[src/rtl/idecode_pipe.sv]
`timescale 1ns/1ps
// idecode_pipe
// Instruction-decode stage with an integrated ID/EX pipeline register.
// Decodes opcode [31:28], rd [27:22], rs [21:16], rt [15:10], a short
// immediate inst[IMM_S_W-1:0] and a long immediate inst[IMM_L_W-1:0].
// It reads a 2^REG_AW x DATA_W register file that has a write-through
// bypass, and presents registered operands to the execute stage.
//
// Ports:
//   clk, rst              clock; synchronous active-high reset
//   in_valid / in_ready   fetch -> decode handshake (in_ready is combinational)
//   pc_in, inst_in        presented PC and instruction word
//   svpc_in               1 = lhs operand is pc_in instead of R[rs]
//   wb_en/addr/data       register-file write port
//   ex_is_load, ex_rd     the instruction in execute, for load-use detection
//   flush                 drop the held instruction and the incoming one
//   out_valid / out_ready decode -> execute handshake
//   pc_out, lhs, rhs, imm, rd_out, op_out   registered ID/EX payload
//
// Handshake: a transfer happens on a rising edge where valid and ready are
// both high. in_ready is high while flushing, since the incoming word is then
// consumed and dropped. Otherwise it is high only when the ID/EX register can
// load (it is empty, or execute takes its content this cycle) and no
// load-use hazard is present. out_valid stays high, with a stable payload,
// until out_ready is seen high.
module idecode_pipe #(
  parameter int DATA_W   = 32,
  parameter int REG_AW   = 6,
  parameter int IMM_S_W  = 16,
  parameter int IMM_L_W  = 22,
  parameter bit SIGN_EXT = 1'b1
) (
  input  logic              clk,
  input  logic              rst,
  input  logic              in_valid,
  output logic              in_ready,
  input  logic [DATA_W-1:0] pc_in,
  input  logic [DATA_W-1:0] inst_in,
  input  logic              svpc_in,
  input  logic              wb_en,
  input  logic [REG_AW-1:0] wb_addr,
  input  logic [DATA_W-1:0] wb_data,
  input  logic              ex_is_load,
  input  logic [REG_AW-1:0] ex_rd,
  input  logic              flush,
  output logic              out_valid,
  input  logic              out_ready,
  output logic [DATA_W-1:0] pc_out,
  output logic [DATA_W-1:0] lhs,
  output logic [DATA_W-1:0] rhs,
  output logic [DATA_W-1:0] imm,
  output logic [REG_AW-1:0] rd_out,
  output logic [3:0]        op_out
);

  localparam int NREG = 1 << REG_AW;

  // Field decode
  logic [3:0]        op;
  logic [REG_AW-1:0] rd_f;
  logic [REG_AW-1:0] rs_f;
  logic [REG_AW-1:0] rt_f;

  assign op   = inst_in[31:28];
  assign rd_f = inst_in[22 +: REG_AW];
  assign rs_f = inst_in[16 +: REG_AW];
  assign rt_f = inst_in[10 +: REG_AW];

  // Register file
  logic [DATA_W-1:0] rf_q [NREG];

  always_ff @(posedge clk) begin
    if (rst) begin
      for (int i = 0; i < NREG; i++) rf_q[i] <= '0;
    end else if (wb_en) begin
      rf_q[wb_addr] <= wb_data;
    end
  end

  // Combinational reads. The write-through bypass makes a value written on
  // this edge visible to the instruction captured on the same edge.
  logic [DATA_W-1:0] rs_data;
  logic [DATA_W-1:0] rt_data;

  assign rs_data = (wb_en && (wb_addr == rs_f)) ? wb_data : rf_q[rs_f];
  assign rt_data = (wb_en && (wb_addr == rt_f)) ? wb_data : rf_q[rt_f];

  // Immediate extension. The MSB of the selected field is the sign bit;
  // SIGN_EXT=0 forces the extension bits to zero.
  logic              s_sign;
  logic              l_sign;
  logic [DATA_W-1:0] imm_s_ext;
  logic [DATA_W-1:0] imm_l_ext;
  logic [DATA_W-1:0] imm_sel;

  assign s_sign    = SIGN_EXT & inst_in[IMM_S_W-1];
  assign l_sign    = SIGN_EXT & inst_in[IMM_L_W-1];
  assign imm_s_ext = {{(DATA_W-IMM_S_W){s_sign}}, inst_in[IMM_S_W-1:0]};
  assign imm_l_ext = {{(DATA_W-IMM_L_W){l_sign}}, inst_in[IMM_L_W-1:0]};
  assign imm_sel   = inst_in[31] ? imm_l_ext : imm_s_ext;

  // Control. The hazard compare uses rs and rt for every opcode, so it is
  // conservative.
  logic valid_q;
  logic hazard;
  logic load_en;
  logic take;

  assign hazard   = in_valid && ex_is_load && ((ex_rd == rs_f) || (ex_rd == rt_f));
  assign load_en  = !valid_q || out_ready;
  assign take     = load_en && in_valid && !hazard;
  assign in_ready = !rst && (flush || (load_en && !hazard));

  // ID/EX pipeline register
  logic              valid_d;
  logic [DATA_W-1:0] pc_q,  pc_d;
  logic [DATA_W-1:0] lhs_q, lhs_d;
  logic [DATA_W-1:0] rhs_q, rhs_d;
  logic [DATA_W-1:0] imm_q, imm_d;
  logic [REG_AW-1:0] rd_q,  rd_d;
  logic [3:0]        op_q,  op_d;

  always_comb begin
    valid_d = valid_q;
    pc_d    = pc_q;
    lhs_d   = lhs_q;
    rhs_d   = rhs_q;
    imm_d   = imm_q;
    rd_d    = rd_q;
    op_d    = op_q;
    if (flush) begin
      // Flush beats the hazard and the capture; the data registers keep
      // their old contents.
      valid_d = 1'b0;
    end else if (load_en) begin
      // When nothing is captured, a bubble is inserted.
      valid_d = take;
      if (take) begin
        pc_d  = pc_in;
        lhs_d = svpc_in ? pc_in : rs_data;
        rhs_d = rt_data;
        imm_d = imm_sel;
        rd_d  = rd_f;
        op_d  = op;
      end
    end
  end

  always_ff @(posedge clk) begin
    if (rst) begin
      valid_q <= 1'b0;
      pc_q    <= '0;
      lhs_q   <= '0;
      rhs_q   <= '0;
      imm_q   <= '0;
      rd_q    <= '0;
      op_q    <= '0;
    end else begin
      valid_q <= valid_d;
      pc_q    <= pc_d;
      lhs_q   <= lhs_d;
      rhs_q   <= rhs_d;
      imm_q   <= imm_d;
      rd_q    <= rd_d;
      op_q    <= op_d;
    end
  end

  assign out_valid = valid_q;
  assign pc_out    = pc_q;
  assign lhs       = lhs_q;
  assign rhs       = rhs_q;
  assign imm       = imm_q;
  assign rd_out    = rd_q;
  assign op_out    = op_q;

endmodule

[config.mk]
export PLATFORM = sky130hd
export DESIGN_NAME = idecode_pipe
export DESIGN_NICKNAME = d
export VERILOG_FILES = /design/src/rtl/idecode_pipe.sv
export SDC_FILE = /design/constraint.sdc
export NUM_CORES = 2
export LEC_CHECK = 0
export BUFFER_PORTS_ARGS = -buffer_cell sky130_fd_sc_hd__buf_2
export CAP_MARGIN = 10
export CORE_UTILIZATION = 45
export CTS_CLUSTER_SIZE = 30
export DETAILED_ROUTE_END_ITERATION = 8
export PLACE_DENSITY = 0.63
export SETUP_SLACK_MARGIN = 0.2
export SLEW_MARGIN = 5
export SYNTH_ARGS = -nofsm -noshare
export SYNTH_HDL_FRONTEND = slang
export SYNTH_SLANG_ARGS = --single-unit
[constraint.sdc]
create_clock -name clk -period 3.1 [get_ports clk]
set_clock_uncertainty 0.05 [all_clocks]
set_input_delay 0 -clock clk [delete_from_list [all_inputs] [get_ports clk]]
set_output_delay 0 -clock clk [all_outputs]
set_load 0.005 [all_outputs]
==> flow_summary.yaml <==
outcome:
  run_status: "complete, no violations"
global_routing:
  grt_pass1_vias: 78800
  grt_pass1_wl_um: 637000
  grt_overflow_total: 0
  grt_usage_pct: 35.9
  grt_max_degree: 83
  antenna_found_initial: 79
synth:
  ys.flop_type: "edfxtp_1"
  synth_area_leader_cell: "edfxtp_1"
  ys_types: 60
  synth-warning-count: 0
  synth_most_common_cell: "and2_1"
  yosys-top-cells-area: "edfxtp_1 53%, mux4_2 19%, and2_1 11%, mux2i_1 2.7%, dfxtp_1 2.2%"
  ys_seq_area_share_pct: 55.4
  synth.top_cell.area_share_pct: 53.2
  synth_edf_count: 2048
  avgSynthCellArea_um2: 14.5
  async_flop_share_pct: 0
  ys_ff_latch: 2177
  mappedNetlistNets: 8083
  synthCells: 7967
  synth_common_cells: "2099 x and2_1, 2048 x edfxtp_1, 999 x mux4_2"
  syn_area_um2: 116000
die:
  rows: 185
  die_x_um: 509
  initial_core_util_pct: 45.4
  dieArea_um2: 259000
  fp.dieH_um: 509
  io_pins: 256
  core_area_um2: 255000
setup_path:
  crit_slowest_cell: "dlygate4sd3_1"
  start_kind: "input pin"
  crit_type: "in2reg"
  end_kind: "flip-flop"
  rr_worst_depth: 8
  crit_chain: "dlygate4sd3_1 -> buf_12 -> buf_4 -> buf_12 -> mux4_2 -> mux4_2 -> o211ai_1 -> nand2_1 -> a2111oi_1 -> nor3_1"
  crit_fanout: 37
  critical-path-max-stage-delay_ns: 0.58
  cp_data_required_time_ns: 3.79
  worstPathArrival_ns: 3.65
timing:
  fin_crit_sh_pct: 95.3
  worst_pin_slew_ns: 1.34
  relSlewSlack_pct: 10.6
  finalSetupViolCount: 0
  slew_violations: 0
  hold_ws_ns: 0.0443
  final-hold-violation-count: 0
  max_freq_mhz: 339
  rsz0062_at_grt: "yes"
  fin_crit_ns: 2.95
route:
  postRouteAntennaNets: 0
  avgViaCountPerCell: 6.72
  finalWirelength_um: 468000
  drc: 0
  wl_per_cell_um: 38.8
  drt-pass1-iter-count: 6
  drt-initial-drc-count: 12900
  via_count: 80900
final_layout:
  multi_input_area_um2: 48300
  final.fill_count: 20500
  areaGrowthSynthToFinish_pct: 16.2
  fin_nets: 8563
  drive_gt1_share_pct: 28.4
  seq_area_um2: 64100
pwr:
  power_leakage_uw: 0.0473
  irDropWorstVdd_uv: 710
  power_density_nw_per_um2: 541
  fin_total_pwr_uw: 72700
clocking:
  path_clk_slew_ns: 0.06
  clk_latency_ns: 0.92
  numCtsBuffers: 224
  cts_max_level: 4
  cts_tree: "yes"
  clockRootBuffer: "clkbuf_16"
  postCtsSetupRepairBufs: 0
  clockBufferDepth: 3
  cts.sinks: 2177
placement:
  port_buffers: 255
  dpl.hpwl_um: 297000
  gp_congestion: 0.970
flow_run:
  max_cap_violations: 0
worst_hold_path:
  min_path_type: "in2reg"
  whs_path_depth: 5
[kinds of logic (layout without fill, tap and decap cells)]
| kind of cell | after synthesis | after routing | synth area share, % |
|---|---|---|---|
| AO/OA/AOI/OAI | 723 | 723 | 4.37 |
| XOR/XNOR | 24 | 24 | 0.182 |
| buffers and inverters | 893 | 1570 | 3.30 |
| flip-flops | 2177 | 2177 | 55.4 |
| multiplexers | 1341 | 1341 | 22.5 |
| other | 0 | 37 | 0 |
| AND/OR/NAND/NOR | 2809 | 2809 | 14.3 |
[critical path: cells and delay by family]
kind,cells,cell delay [ns]
simple gates,2,0.38
buf+inv,4,1.38
mux,2,0.91
compound gates,2,0.80
[through the flow]
stage / cell area [um^2] / cells / setup WS [ns] / utilization [%] / TNS (ns)
3_5_place_dp: 125000 / 11400 / -0.216 / 48.9 / -0.840
4_1_cts: 134000 / 12000 / 0.212 / 52.7 / 0
3_3_place_gp: 125000 / 11400 / -0.286 / 48.9 / -1.31
6_report: 134000 / 12000 / 0.146 / 52.8 / 0
2_1_floorplan: 116000 / 7967 / 0.658 / - / 0
5_1_grt: 134000 / 12000 / 0.133 / 52.7 / 0
[area by class of cell]
| cell class | instances | area share, % |
|---|---|---|
| Antenna cell | 37 | 0.0689 |
| Clock buffer | 280 | 4.47 |
| Clock inverter | 143 | 1.12 |
| Inverter | 6 | 0.0242 |
| Multi-Input combinational cell | 4897 | 35.9 |
| Sequential cell | 2177 | 47.7 |
| Tap cell | 3366 | 3.13 |
| Timing Repair Buffer | 1141 | 7.54 |
[sequential cells by signal, indices dropped and copies added (netlist names)]
register / cells
out_valid: 1
imm: 22
rd_out: 6
rf_q: 2048
lhs: 32
rhs: 32
pc_out: 32
op_out: 4
[layer usage]
layer	global-route usage (%)	vias to the layer above	routed length (um)
li1	-	31400	-
met1	44.2	41500	160000
met2	53.4	6553	206000
met3	11.2	1427	63100
met4	26.0	28	39100
met5	0	-	168
[report_power, final]
group,leakage [uW],internal (uW),switching (uW)
Combinational,0.0231,4020,5850
Clock,0.00367,16000,12200
Sequential,0.0205,33700,950
[repair_timing]
item                                   4_1_cts  5_1_grt
hold buffers                               215        0
endpoints found under the hold margin     1473        0
pin swaps                                    0        5
setup endpoints to repair                    5       13
gates resized for setup                      6       12
gates cloned                                 0        0
[placed cells by master, fill, tap and decap left out, drive strengths merged, types with 17 or more instances in the layout]
master / Yosys / final
nor2: 171 / 171
nand3: 28 / 28
edfxtp: 2048 / 2048
dlygate4sd3: 0 / 214
buf: 217 / 926
bufinv: 0 / 28
nand2: 224 / 224
and3: 17 / 17
clkinv: 1 / 98
clkbuf: 670 / 280
o22ai: 57 / 57
a21oi: 160 / 160
a311oi: 29 / 29
a211oi: 143 / 143
mux2i: 317 / 317
mux4: 999 / 999
and2: 2100 / 2100
a2111oi: 37 / 37
o21ai: 69 / 69
diode: 0 / 37
dfxtp: 129 / 129
or2: 68 / 68
mux2: 25 / 25
nor2b: 65 / 65
nand2b: 38 / 38
o221ai: 90 / 90
a22oi: 38 / 38
a211o: 17 / 17
nor3: 73 / 73
[path summary, 6_finish.rpt]
kind,from,slack [ns],to
max reg2reg,rf_q[55][29],0.23,lhs[29]
max,inst_in[18],0.15,lhs[9]
min reg2reg,pc_out[26],0.41,pc_out[26]
min,out_ready,0.04,rhs[21]
Power figures use the tool's default switching activity.
